`src/rtl/seg7_pkg.sv`:
```
// Shared constants and helpers for the seven-segment scan driver.
// Segment patterns are active-high here; the driver inverts them for the common-anode pins.
package seg7_pkg;

  localparam logic [6:0] SEG_OFF = 7'h7F;

  // Index 15 (F) is listed first, so entry n sits at HEX_SEG[n].
  localparam logic [15:0][6:0] HEX_SEG = {
    7'h71, 7'h79, 7'h5E, 7'h39, 7'h7C, 7'h77, 7'h6F, 7'h7F,
    7'h07, 7'h7D, 7'h6D, 7'h66, 7'h4F, 7'h5B, 7'h06, 7'h3F
  };

  function automatic logic [6:0] hex_to_seg(input logic [3:0] nib);
    return HEX_SEG[nib];
  endfunction

  // Counter width for a modulo-n counter; never less than one bit.
  function automatic int unsigned cnt_width(input int unsigned n);
    return (n > 1) ? $clog2(n) : 1;
  endfunction

endpackage

```
`src/rtl/seg7_hex_decode.sv`:
```
// Nibble to active-low segment pattern; a blanked digit drives every segment off.
module seg7_hex_decode
  import seg7_pkg::*;
(
  input  logic [3:0] i_nibble,
  input  logic       i_blank,
  output logic [6:0] o_seg_n_c
);

  always_comb begin
    o_seg_n_c = SEG_OFF;
    if (!i_blank) begin
      o_seg_n_c = ~hex_to_seg(i_nibble);
    end
  end

endmodule

```
`src/rtl/seg7_scan_driver.sv`:
```
// Time-multiplexed common-anode seven-segment driver with double-buffered value,
// leading-zero blanking, 16-level PWM brightness and a frame-done pulse.
module seg7_scan_driver
  import seg7_pkg::*;
#(
  parameter int unsigned NUM_DIGITS = 4,
  parameter int unsigned PRESCALE   = 50000
) (
  input  logic                    clk,
  input  logic                    rst_n,
  input  logic [4*NUM_DIGITS-1:0] value,
  input  logic [NUM_DIGITS-1:0]   dp_in,
  input  logic                    load,
  input  logic                    blank_lz,
  input  logic [3:0]              bright,
  output logic [6:0]              seg_n,
  output logic                    dp_n,
  output logic [NUM_DIGITS-1:0]   dig_sel_n,
  output logic                    frame_done
);

  localparam int unsigned VW = 4 * NUM_DIGITS;
  localparam int unsigned DW = NUM_DIGITS;
  localparam int unsigned IW = cnt_width(NUM_DIGITS);
  localparam int unsigned PW = cnt_width(PRESCALE);
  localparam int unsigned CW = PW + 1;
  localparam int unsigned TW = PW + 5;

  logic [PW-1:0] r_presc;
  logic [IW-1:0] r_idx;
  logic          r_wrap_d;

  logic [VW-1:0] r_pend_value;
  logic [DW-1:0] r_pend_dp;
  logic          r_pend_blz;
  logic [VW-1:0] r_act_value;
  logic [DW-1:0] r_act_dp;
  logic          r_act_blz;

  logic          w_presc_tc;
  logic          w_idx_last;
  logic          w_wrap;
  logic [TW-1:0] w_thr_full;
  logic [CW-1:0] w_thr;
  logic          w_on;
  logic [3:0]    w_nib;
  logic          w_dp;
  logic          w_blank;
  logic [6:0]    w_seg_n;

  assign w_presc_tc = (r_presc == PW'(PRESCALE - 1));
  assign w_idx_last = (r_idx == IW'(NUM_DIGITS - 1));
  assign w_wrap     = w_presc_tc && w_idx_last;

  // Slot timing: prescaler walks each slot, index steps digits at terminal count.
  always_ff @(posedge clk or negedge rst_n) begin
    if (!rst_n) begin
      r_presc  <= '0;
      r_idx    <= '0;
      r_wrap_d <= 1'b0;
    end else begin
      r_wrap_d <= w_wrap;
      if (w_presc_tc) begin
        r_presc <= '0;
        r_idx   <= w_idx_last ? '0 : r_idx + IW'(1);
      end else begin
        r_presc <= r_presc + PW'(1);
      end
    end
  end

  // Pending/active double buffer; active only changes at a frame wrap.
  always_ff @(posedge clk or negedge rst_n) begin
    if (!rst_n) begin
      r_pend_value <= '0;
      r_pend_dp    <= '0;
      r_pend_blz   <= 1'b0;
      r_act_value  <= '0;
      r_act_dp     <= '0;
      r_act_blz    <= 1'b0;
    end else begin
      if (load) begin
        r_pend_value <= value;
        r_pend_dp    <= dp_in;
        r_pend_blz   <= blank_lz;
      end
      if (w_wrap) begin
        r_act_value <= load ? value    : r_pend_value;
        r_act_dp    <= load ? dp_in    : r_pend_dp;
        r_act_blz   <= load ? blank_lz : r_pend_blz;
      end
    end
  end

  // Current digit select plus leading-zero run scanned from the top digit down.
  always_comb begin
    logic run;
    run     = 1'b1;
    w_nib   = 4'h0;
    w_dp    = 1'b0;
    w_blank = 1'b0;
    for (int i = int'(NUM_DIGITS) - 1; i >= 0; i--) begin
      run = run && (r_act_value[4*i +: 4] == 4'h0);
      if (r_idx == IW'(i)) begin
        w_nib   = r_act_value[4*i +: 4];
        w_dp    = r_act_dp[i];
        w_blank = r_act_blz && (i != 0) && run;
      end
    end
  end

  seg7_hex_decode u_hex_decode (
    .i_nibble  (w_nib),
    .i_blank   (w_blank),
    .o_seg_n_c (w_seg_n)
  );

  // On-time threshold = (bright+1)/16 of a slot, compared against the live prescaler.
  assign w_thr_full = (TW'(bright) + TW'(1)) * TW'(PRESCALE);
  assign w_thr      = CW'(w_thr_full >> 4);
  assign w_on       = ({1'b0, r_presc} < w_thr);

  // Pin registers; the last count of every slot keeps all digits off to avoid ghosting.
  always_ff @(posedge clk or negedge rst_n) begin
    if (!rst_n) begin
      seg_n      <= SEG_OFF;
      dp_n       <= 1'b1;
      dig_sel_n  <= '1;
      frame_done <= 1'b0;
    end else begin
      frame_done <= r_wrap_d;
      if (w_on) begin
        seg_n     <= w_seg_n;
        dp_n      <= ~w_dp;
        dig_sel_n <= w_presc_tc ? '1 : ~(DW'(1) << r_idx);
      end else begin
        seg_n     <= SEG_OFF;
        dp_n      <= 1'b1;
        dig_sel_n <= '1;
      end
    end
  end

endmodule

```
`config.mk`:
```
export PLATFORM = sky130hd
export DESIGN_NAME = seg7_scan_driver
export DESIGN_NICKNAME = d
export VERILOG_FILES = /design/src/rtl/seg7_pkg.sv /design/src/rtl/seg7_hex_decode.sv /design/src/rtl/seg7_scan_driver.sv
export SDC_FILE = /design/constraint.sdc
export NUM_CORES = 1
export LEC_CHECK = 0
export ABC_AREA = 1
export CAP_MARGIN = 20
export CORE_MARGIN = 3
export CORE_UTILIZATION = 50
export CTS_BUF_LIST = sky130_fd_sc_hd__clkbuf_4
export DETAILED_ROUTE_END_ITERATION = 10
export GPL_ROUTABILITY_DRIVEN = 0
export PLACE_DENSITY = 0.71
export SETUP_SLACK_MARGIN = 0.5
export SLEW_MARGIN = 20
export SYNTH_ARGS = -nofsm -noshare
export SYNTH_HDL_FRONTEND = slang
export SYNTH_SLANG_ARGS = --single-unit
```
`constraint.sdc`:
```
create_clock -name clk -period 6.7 [get_ports clk]
set_input_delay 0.67 -clock clk [delete_from_list [all_inputs] [get_ports clk]]
set_output_delay 0.67 -clock clk [all_outputs]
set_load 0.01 [all_outputs]
```
# Word level (Yosys, flattened, before mapping)
# Memories as Yosys holds them, arrays and structs flattened.
# Cells that the tools add are included.
# totals
regBits	74
romBits	112
input_bits	28
out_inout_bits	13
elab_cells	61
mem_count	1
# memory_table
name	words	width	read_ports	rd_clocked_by_memory_dff	wr	line	text
(no name shown)	16	7	1	0	0	seg7_pkg.sv:14	return HEX_SEG[nib];
# op_classes
addsub	3
mul	1
order_cmp	2
n_eq_ne	4
shift	1
muxes	23
bitwise_logic	3
reduce_logical	10
# op_table
cell	count
$mux 16	2
$mux 4	7
$mux 7	3
$lt 16x17->1	1
$mul 5x12->17 const B	1
$add 16x1->16 const B	1
$eq 16x16->1 const B	1
$logic_not 4->1	3
$mux 1	10
$not 7->7	1
$logic_and 1x1->1	6
$add 4x1->5 const B	1
$lt 4x5->1 const B	1
$eq 2x2->1 const B	2
$not 4->4	1
$shl 1x2->4 const A	1
$add 2x1->2 const B	1
$eq 2x1->1 const B	1
$logic_not 2->1	1
$mux 2	1
$not 1->1	1

# Depth between registers and ports, before layout
# Gate-level depths: netlist of the first run.
# depth
depth_word	10
depth_mapped	28
depth_no_buf	26

# Hierarchy
# From an unflattened synthesis of the first run, not the netlist that was laid out.
# hier_totals
cells_unflattened	596
area_unflattened_um2	4774.6
# modules_own_cells
mod	instances	cells_each	area_per_inst_um2	seq_area_each_um2
seg7_scan_driver	1	543	4489.3	1866.8
seg7_hex_decode	1	53	285.3	0.0

# Least setup slack after synthesis of the first run
# OpenSTA, ideal clock, no wires.
# synth_timing
kind	input to register
from	input port bright[0]
to	register dig_sel_n[0]
setup_ns	0.081
t_arrival_ns	4.101
required_time_ns	6.619
slack_ns	2.518
path_stages	24
path_buffers	1
cell_sequence	ha_1 xor2_1 ha_1 xor2_1 ha_1 ha_1 ha_1 inv_1 nor3_1 a21oi_1 o21ai_1 xor2_1 ha_1 nand2_1 inv_1 nor3_1 nand2_1 nand2_1 nand2_1 nand2_1 nand2_1 nand2_1 buf_2 nand2_1
# synth_between
elab_chain_len	4
# synth_lines
item	line	text
from (decl)	seg7_scan_driver.sv:15	input logic [3:0] bright,
$add 4x1->5	seg7_scan_driver.sv:119	assign w_thr_full = (TW'(bright) + TW'(1)) * TW'(PRESCALE);
$mul 5x12->17	seg7_scan_driver.sv:119	
$lt 16x17->1	seg7_scan_driver.sv:121	assign w_on = ({1'b0, r_presc} < w_thr);
$mux 4	seg7_scan_driver.sv:132	if (w_on) begin
to (signal assigned)	seg7_scan_driver.sv:135	dig_sel_n <= w_presc_tc ? '1 : ~(DW'(1) << r_idx);
to (decl)	seg7_scan_driver.sv:18	output logic [NUM_DIGITS-1:0] dig_sel_n,
# No other way between the ends.
# A chain may end at the register's enable or synchronous reset.

# Worst setup path after layout of the first run
# layout_timing
from	input port bright[0]
to	register seg_n[6]
# layout_between
elab_chain_len	4
# layout_lines
item	line	text
$add 4x1->5	seg7_scan_driver.sv:119	
$mul 5x12->17	seg7_scan_driver.sv:119	
$lt 16x17->1	seg7_scan_driver.sv:121	
$mux 7	seg7_scan_driver.sv:132	
to (signal assigned)	seg7_scan_driver.sv:133	seg_n <= w_seg_n;
to (decl)	seg7_scan_driver.sv:16	output logic [6:0] seg_n,
# No other way between the ends.

==> results of run 1 <==
==> worst max-delay path by stage <==
stage / startpoint / to / slack (ns) / depth (start not counted)
after floorplan: bright[0] / dig_sel_n[0] / 2.52 / 24
final: bright[0] / seg_n[6] / 1.78 / 24
after global routing: bright[0] / dig_sel_n[2] / 1.29 / 24
after global placement: bright[0] / dp_n / 1.61 / 24
after CTS: bright[0] / seg_n[6] / 1.82 / 24
after detailed placement: bright[0] / seg_n[6] / 1.36 / 24
==> critical path: stages <==
cell             delay, ns
clkdlybuf4s50_1       0.60
nand2_1               0.08
nor2_1                0.25
xor2_1                0.27
ha_1                  0.29
ha_1                  0.33
ha_1                  0.31
ha_1                  0.35
a21oi_1               0.21
o21ai_0               0.12
a21oi_1               0.20
o21ai_0               0.16
xnor2_1               0.16
ha_1                  0.28
inv_1                 0.07
nor3_1                0.05
nor3_1                0.15
nand2_1               0.08
nand2_1               0.06
nand2_1               0.06
nand2_1               0.06
nand2_1               0.04
nand2_1               0.28
nand2_1               0.11
==> report_power, final <==
group          switching [W]  total, W  internal, W
clock               0.000172  0.000251    0.0000791
combinational       0.000143  0.000242    0.0000985
sequential        0.00000333  0.000462     0.000459
==> stage by stage <==
step / setup WS, ns / area [um^2] / util [%] / power [W]
floorplan: 2.518 / 4663 / - / 0.0006375
global placement: 1.614 / 5139 / 57.80 / 0.0007019
detailed placement: 1.360 / 5139 / 57.80 / 0.0007116
CTS: 1.823 / 5260 / 59.16 / 0.0009608
global route: 1.288 / 5265 / 59.22 / 0.001019
finish: 1.779 / 5265 / 59.22 / 0.0009551
==> layout by cell type, fill, tap and decap left out, types with 3 or more instances in the layout <==
| cell type | count |
|---|---|
| nand2_1 | 199 |
| inv_1 | 70 |
| dfrtp_1 | 62 |
| ha_1 | 55 |
| clkdlybuf4s50_1 | 39 |
| nor2_1 | 36 |
| a21oi_1 | 28 |
| o21ai_0 | 24 |
| nand3_1 | 19 |
| xor2_1 | 17 |
| nor3_1 | 12 |
| dfstp_2 | 12 |
| clkbuf_4 | 9 |
| xnor2_1 | 6 |
| nor4_1 | 4 |
| a31oi_1 | 3 |
| nand4_1 | 3 |
==> area by class of cell <==
type                    instances  share of cell area [%]
multi-input cells             430                   46.79
clock inverters                 7                   1.022
flip-flops and latches         74                   35.46
clock buffers                   9                   1.283
well taps                     108                   2.567
repair buffers                 42                   7.747
inverters                      72                   5.133
==> synth_stat cells, types with 3 or more instances <==
cell type	count	area [um^2]
a21oi_1	28	140.1
a31oi_1	3	18.77
buf_2	4	20.02
clkbuf_1	5	18.77
dfrtp_1	62	1551
dfstp_2	12	315.3
ha_1	55	688.2
inv_1	70	262.8
nand2_1	199	747.0
nand3_1	19	95.09
nand4_1	3	18.77
nor2_1	36	135.1
nor3_1	12	60.06
nor4_1	5	31.28
o21ai_0	24	120.1
xnor2_1	6	52.55
xor2_1	17	148.9
==> kinds of logic after synthesis <==
logic type | Yosys count | synth area share [%]
flip-flops | 74 | 40.03
other | 1 | 0.08042
AO/OA/AOI/OAI | 67 | 7.942
XOR/XNOR | 23 | 4.320
AND/OR/NAND/NOR | 283 | 25.17
buffers and inverters | 85 | 7.271
adder cells (fa/ha/maj) | 56 | 15.19
==> state kept, by name (all words and copies together), names as in the netlist <==
signal and flops:
r_act_value 16, r_pend_value 16, r_presc 16, seg_n 7, dig_sel_n 4, r_act_dp 4, r_pend_dp 4, r_idx 2
dp_n 1, frame_done 1, r_act_blz 1, r_pend_blz 1, r_wrap_d 1
==> metal layers <==
layer | global-route usage (%) | share of wire [%] | wire (um)
met4 | 5.348 | 0.90 | 92
met5 | 0 | 0 | 0
met1 | 30.00 | 49 | 5041
met2 | 32.92 | 46 | 4663
met3 | 4.127 | 4.1 | 414
==> flow_metrics.tcl, run 1 <==
set metrics [dict create \
    cts_root_buf "clkbuf_4" \
    power.density_nw_per_um2 181.4 \
    post-route-period-util_pct 73.45 \
    nNetsFinal 713 \
    slew-limit-headroom_pct 40.35 \
    whs_endpoint "frame_done" \
    grt_pass1_vias 3856 \
    multi_input_area_um2 2464 \
    synth-async-reset-ratio_pct 100.0 \
    syn2layout_area_growth_pct 12.91 \
    ios 41 \
    synth.net_count 673 \
    fin_skew_ns 0.01473 \
    reg2reg_depth 14 \
    worst_slew_pin_slew_ns 0.8947 \
    cts_tree "built" \
    vias 3882 \
    leakage_nw 2.801 \
    period_minus_slack_ns 4.921 \
    setup_viol 0 \
    drc_errors 0 \
    required_ns 7.04 \
    die-area_um2 10520 \
    grt_max_degree 75 \
    port_buffers 40 \
    seq_area_frac_synth_pct 40.03 \
    grt_overflow 0 \
    rr_startpoint "r_idx[0]" \
    syn_inst 589 \
    critPathKind "in -> reg" \
    r2r_slack_ns 4.00 \
    die_h_um 102.6 \
    diodes 0 \
    initial_core_util_pct 52.45 \
    ir_drop_v 0.0001024 \
    hold_slack_ns 0.3638 \
    path_clk_slew_ns 0.13 \
    drt_iter0_drc 204 \
    grt_pass1_wl_mm 17.48 \
    post_cts_buffers 0 \
    vias_per_cell 5.232 \
    clkLatencyLatePin_ns 0.42 \
    drive_gt1_share_pct 6.782 \
    cts_inserted_buffers 9 \
    max_freq_mhz 203.2 \
    route.antenna.remaining_nets 0 \
    path_max_fanout 12 \
    clockBufferDepth 2 \
    regArea_um2 1867 \
    r2r-end "seg_n[3]" \
    post_drt_wl_per_cell_um 13.76 \
    synth_area_um2 4663 \
    cp.arrival_ns 5.26 \
    num_rows 34 \
    setup_tns_ns 0 \
    post-dp-hpwl_mm 7.774 \
    synth_edf_count 0 \
    ys_ff_latch 74 \
    status "complete, no violations" \
    routed_wl_mm 10.21 \
    drv_cap 0 \
    crit_path_end_kind "flip-flop" \
    cts_resized 0 \
    synth_ff_type "dfrtp_1" \
    htreeDepth 3 \
    dp.cells 725 \
    die_x_um 102.6 \
    core_um2 8891 \
    drt_first_pass_iters 5 \
    hold_viol_final 0 \
    start_kind "input pin" \
    cts_sinks 74 \
    ys_types 39 \
    hold_buffers 0 \
    syn_avg_cell_area_um2 7.917 \
    drv_slew 0 \
    worstHoldStart "r_wrap_d" \
    antenna_found_initial 0 \
    worst_hold_path_type "reg -> reg" \
    final_cells 742 \
    yosysWarnings 0 \
    grt.total_usage_pct 20.98 \
    fill_cells 808 \
    min_path_cells 0 \
    rsz0062_at_grt "false" \
]
Note: power is estimated with default switching activity, not from simulation.
==> run 2, diff against run 1 <==
--- a/config.mk
+++ b/config.mk
@@ -12,7 +12,7 @@
 export CTS_BUF_LIST = sky130_fd_sc_hd__clkbuf_4
 export DETAILED_ROUTE_END_ITERATION = 10
 export GPL_ROUTABILITY_DRIVEN = 0
-export PLACE_DENSITY = 0.71
+export PLACE_DENSITY = 0.73
 export SETUP_SLACK_MARGIN = 0.5
 export SLEW_MARGIN = 20
 export SYNTH_ARGS = -nofsm -noshare
==> constraint.sdc (replaced) <==
create_clock -name clk -period 4.3 [get_ports clk]
set_input_delay 0.43 -clock clk [delete_from_list [all_inputs] [get_ports clk]]
set_output_delay 0.43 -clock clk [all_outputs]
set_load 0.01 [all_outputs]
==> run 2 against run 1 <==
- flip-flop and latch count did not move
- critical path depth grew 1
- via count rose by 1.4%
- first-iteration DRC count unchanged
- sequential power rose by 56%
- register-to-register slack worse by 2.3 ns
- cell count up 4.0%
- clock power increased by 73%
- non-clock buffer count grew 30
- global-route usage down 0.84 points
- highest routed layer unchanged
==> flow_metrics.tcl, run 2 (synthesis results as in run 1) <==
set metrics [dict create \
    clkLatencyLatePin_ns 0.42 \
    reg.largest.list "r_act_value x16, r_pend_value x16, r_presc x16" \
    ios 41 \
    setup_tns_ns 0 \
    antenna_found_initial 0 \
    path_max_fanout 6 \
    die-area_um2 10520 \
    vias_per_cell 5.100 \
    rr_startpoint "r_idx[0]" \
    setup_viol 0 \
    routed_wl_mm 10.00 \
    reg2reg_depth 14 \
    leakage_nw 2.972 \
    port_buffers 40 \
    grt_pass1_vias 3872 \
    status "complete, no violations" \
    initial_core_util_pct 52.45 \
    die_h_um 102.6 \
    final_cells 772 \
    cp.arrival_ns 3.99 \
    power.density_nw_per_um2 290.8 \
    num_rows 34 \
    grt_pass1_wl_mm 17.03 \
    drv_cap 0 \
    drv_slew 0 \
    period_minus_slack_ns 3.642 \
    nNetsFinal 743 \
    grt_max_degree 57 \
    start_kind "input pin" \
    cts_root_buf "clkbuf_4" \
    cts_sinks 74 \
    syn2layout_area_growth_pct 23.37 \
    cts_tree "built" \
    vias 3937 \
    required_ns 4.65 \
    ir_drop_v 0.0002075 \
    grt.total_usage_pct 20.14 \
    drc_errors 0 \
    min_path_cells 0 \
    fin_skew_ns 0.01992 \
    drt_iter0_drc 204 \
    hold_viol_final 0 \
    path_clk_slew_ns 0.12 \
    post-dp-hpwl_mm 7.467 \
    worst_slew_pin_slew_ns 0.6985 \
    htreeDepth 3 \
    rsz0062_at_grt "false" \
    core_um2 8891 \
    post-route-period-util_pct 84.71 \
    multi_input_area_um2 2683 \
    worst_hold_path_type "reg -> reg" \
    clockBufferDepth 2 \
    die_x_um 102.6 \
    whs_endpoint "frame_done" \
    crit_path_end_kind "flip-flop" \
    max_freq_mhz 274.5 \
    critPathKind "in -> reg" \
    worstHoldStart "r_wrap_d" \
    regArea_um2 1867 \
    drt_first_pass_iters 5 \
    final_common_cell "nand2_1" \
    post_drt_wl_per_cell_um 12.95 \
    finish.utilization_pct 64.71 \
    r2r-end "seg_n[3]" \
    route.antenna.remaining_nets 0 \
    slew-limit-headroom_pct 53.29 \
    diodes 0 \
    dp.cells 749 \
    fill_cells 745 \
    hold_slack_ns 0.3649 \
    grt_overflow 0 \
    layout_common_cells "196 x nand2_1, 68 x inv_1, 62 x dfrtp_1, 43 x ha_1" \
    cts_inserted_buffers 9 \
    r2r_slack_ns 1.74 \
    drive_gt1_share_pct 15.51 \
]
==> run 2: how the worst max path moves through the flow <==
| stage | startpoint | end |
|---|---|---|
| 6_report | bright[3] | dp_n |
| 4_1_cts | bright[1] | dp_n |
| 2_1_floorplan | bright[0] | seg_n[5] |
| 3_5_place_dp | bright[0] | seg_n[0] |
| 3_3_place_gp | bright[0] | dp_n |
| 5_1_grt | bright[0] | dp_n |
==> run 2: final cells by class <==
type,count,area share [%]
flip-flops and latches,74,32.45
well taps,108,2.349
repair buffers,72,11.37
inverters,72,4.741
multi-input cells,430,46.63
clock inverters,6,1.153
clock buffers,10,1.305
==> run 2: through the flow <==
stage          power [W]  setup WS [ns]  cell area [um^2]
3_5_place_dp    0.001175        -0.3167              5386
6_report        0.001673         0.6575              5753
3_3_place_gp    0.001156        -0.1062              5386
4_1_cts         0.001663         0.5035              5702
2_1_floorplan   0.001011         0.5177              4725
5_1_grt         0.001786         0.4708              5753
==> run 2: power by group <==
part / switching [W] / total (W) / internal [W]
logic: 0.000269 / 0.000518 / 0.000249
registers: 0.00000505 / 0.000720 / 0.000715
clock network: 0.000250 / 0.000435 / 0.000185
total: 0.000524 / 0.00167 / 0.00115
==> run 2: critical path, cell delays in order <==
cell	delay, ns
dlygate4sd2_1	0.28
buf_4	0.15
xor2_1	0.15
buf_4	0.15
xor2_1	0.16
ha_1	0.31
ha_4	0.18
ha_4	0.28
nand2_2	0.07
nor3_2	0.19
a21oi_2	0.12
o21bai_1	0.19
xnor2_1	0.15
ha_1	0.28
a21oi_2	0.14
nor3_1	0.05
nor3_1	0.15
nand2_1	0.06
nand2_1	0.06
nand2_1	0.04
nand2_1	0.07
nand2_2	0.07
nand2_4	0.09
buf_12	0.12
nand2_1	0.05
==> run 2: per-layer routing <==
| layer | track usage (%) | vias to the layer above | wire, um |
|---|---|---|---|
| met3 | 3.586 | 16 | 397 |
| li1 | - | 2021 | - |
| met2 | 34.16 | 87 | 4856 |
| met1 | 26.26 | 1813 | 4580 |
| met5 | 0 | - | 0 |
| met4 | 6.357 | 0 | 166 |
==> run 2: what timing repair did <==
action	CTS	global route
hold buffers	1	0
pin swaps	21	17
setup endpoints to repair	12	12
buffers inserted	3	2
resized for setup	24	16
hold endpoints to repair	18	0
cloned	1	0
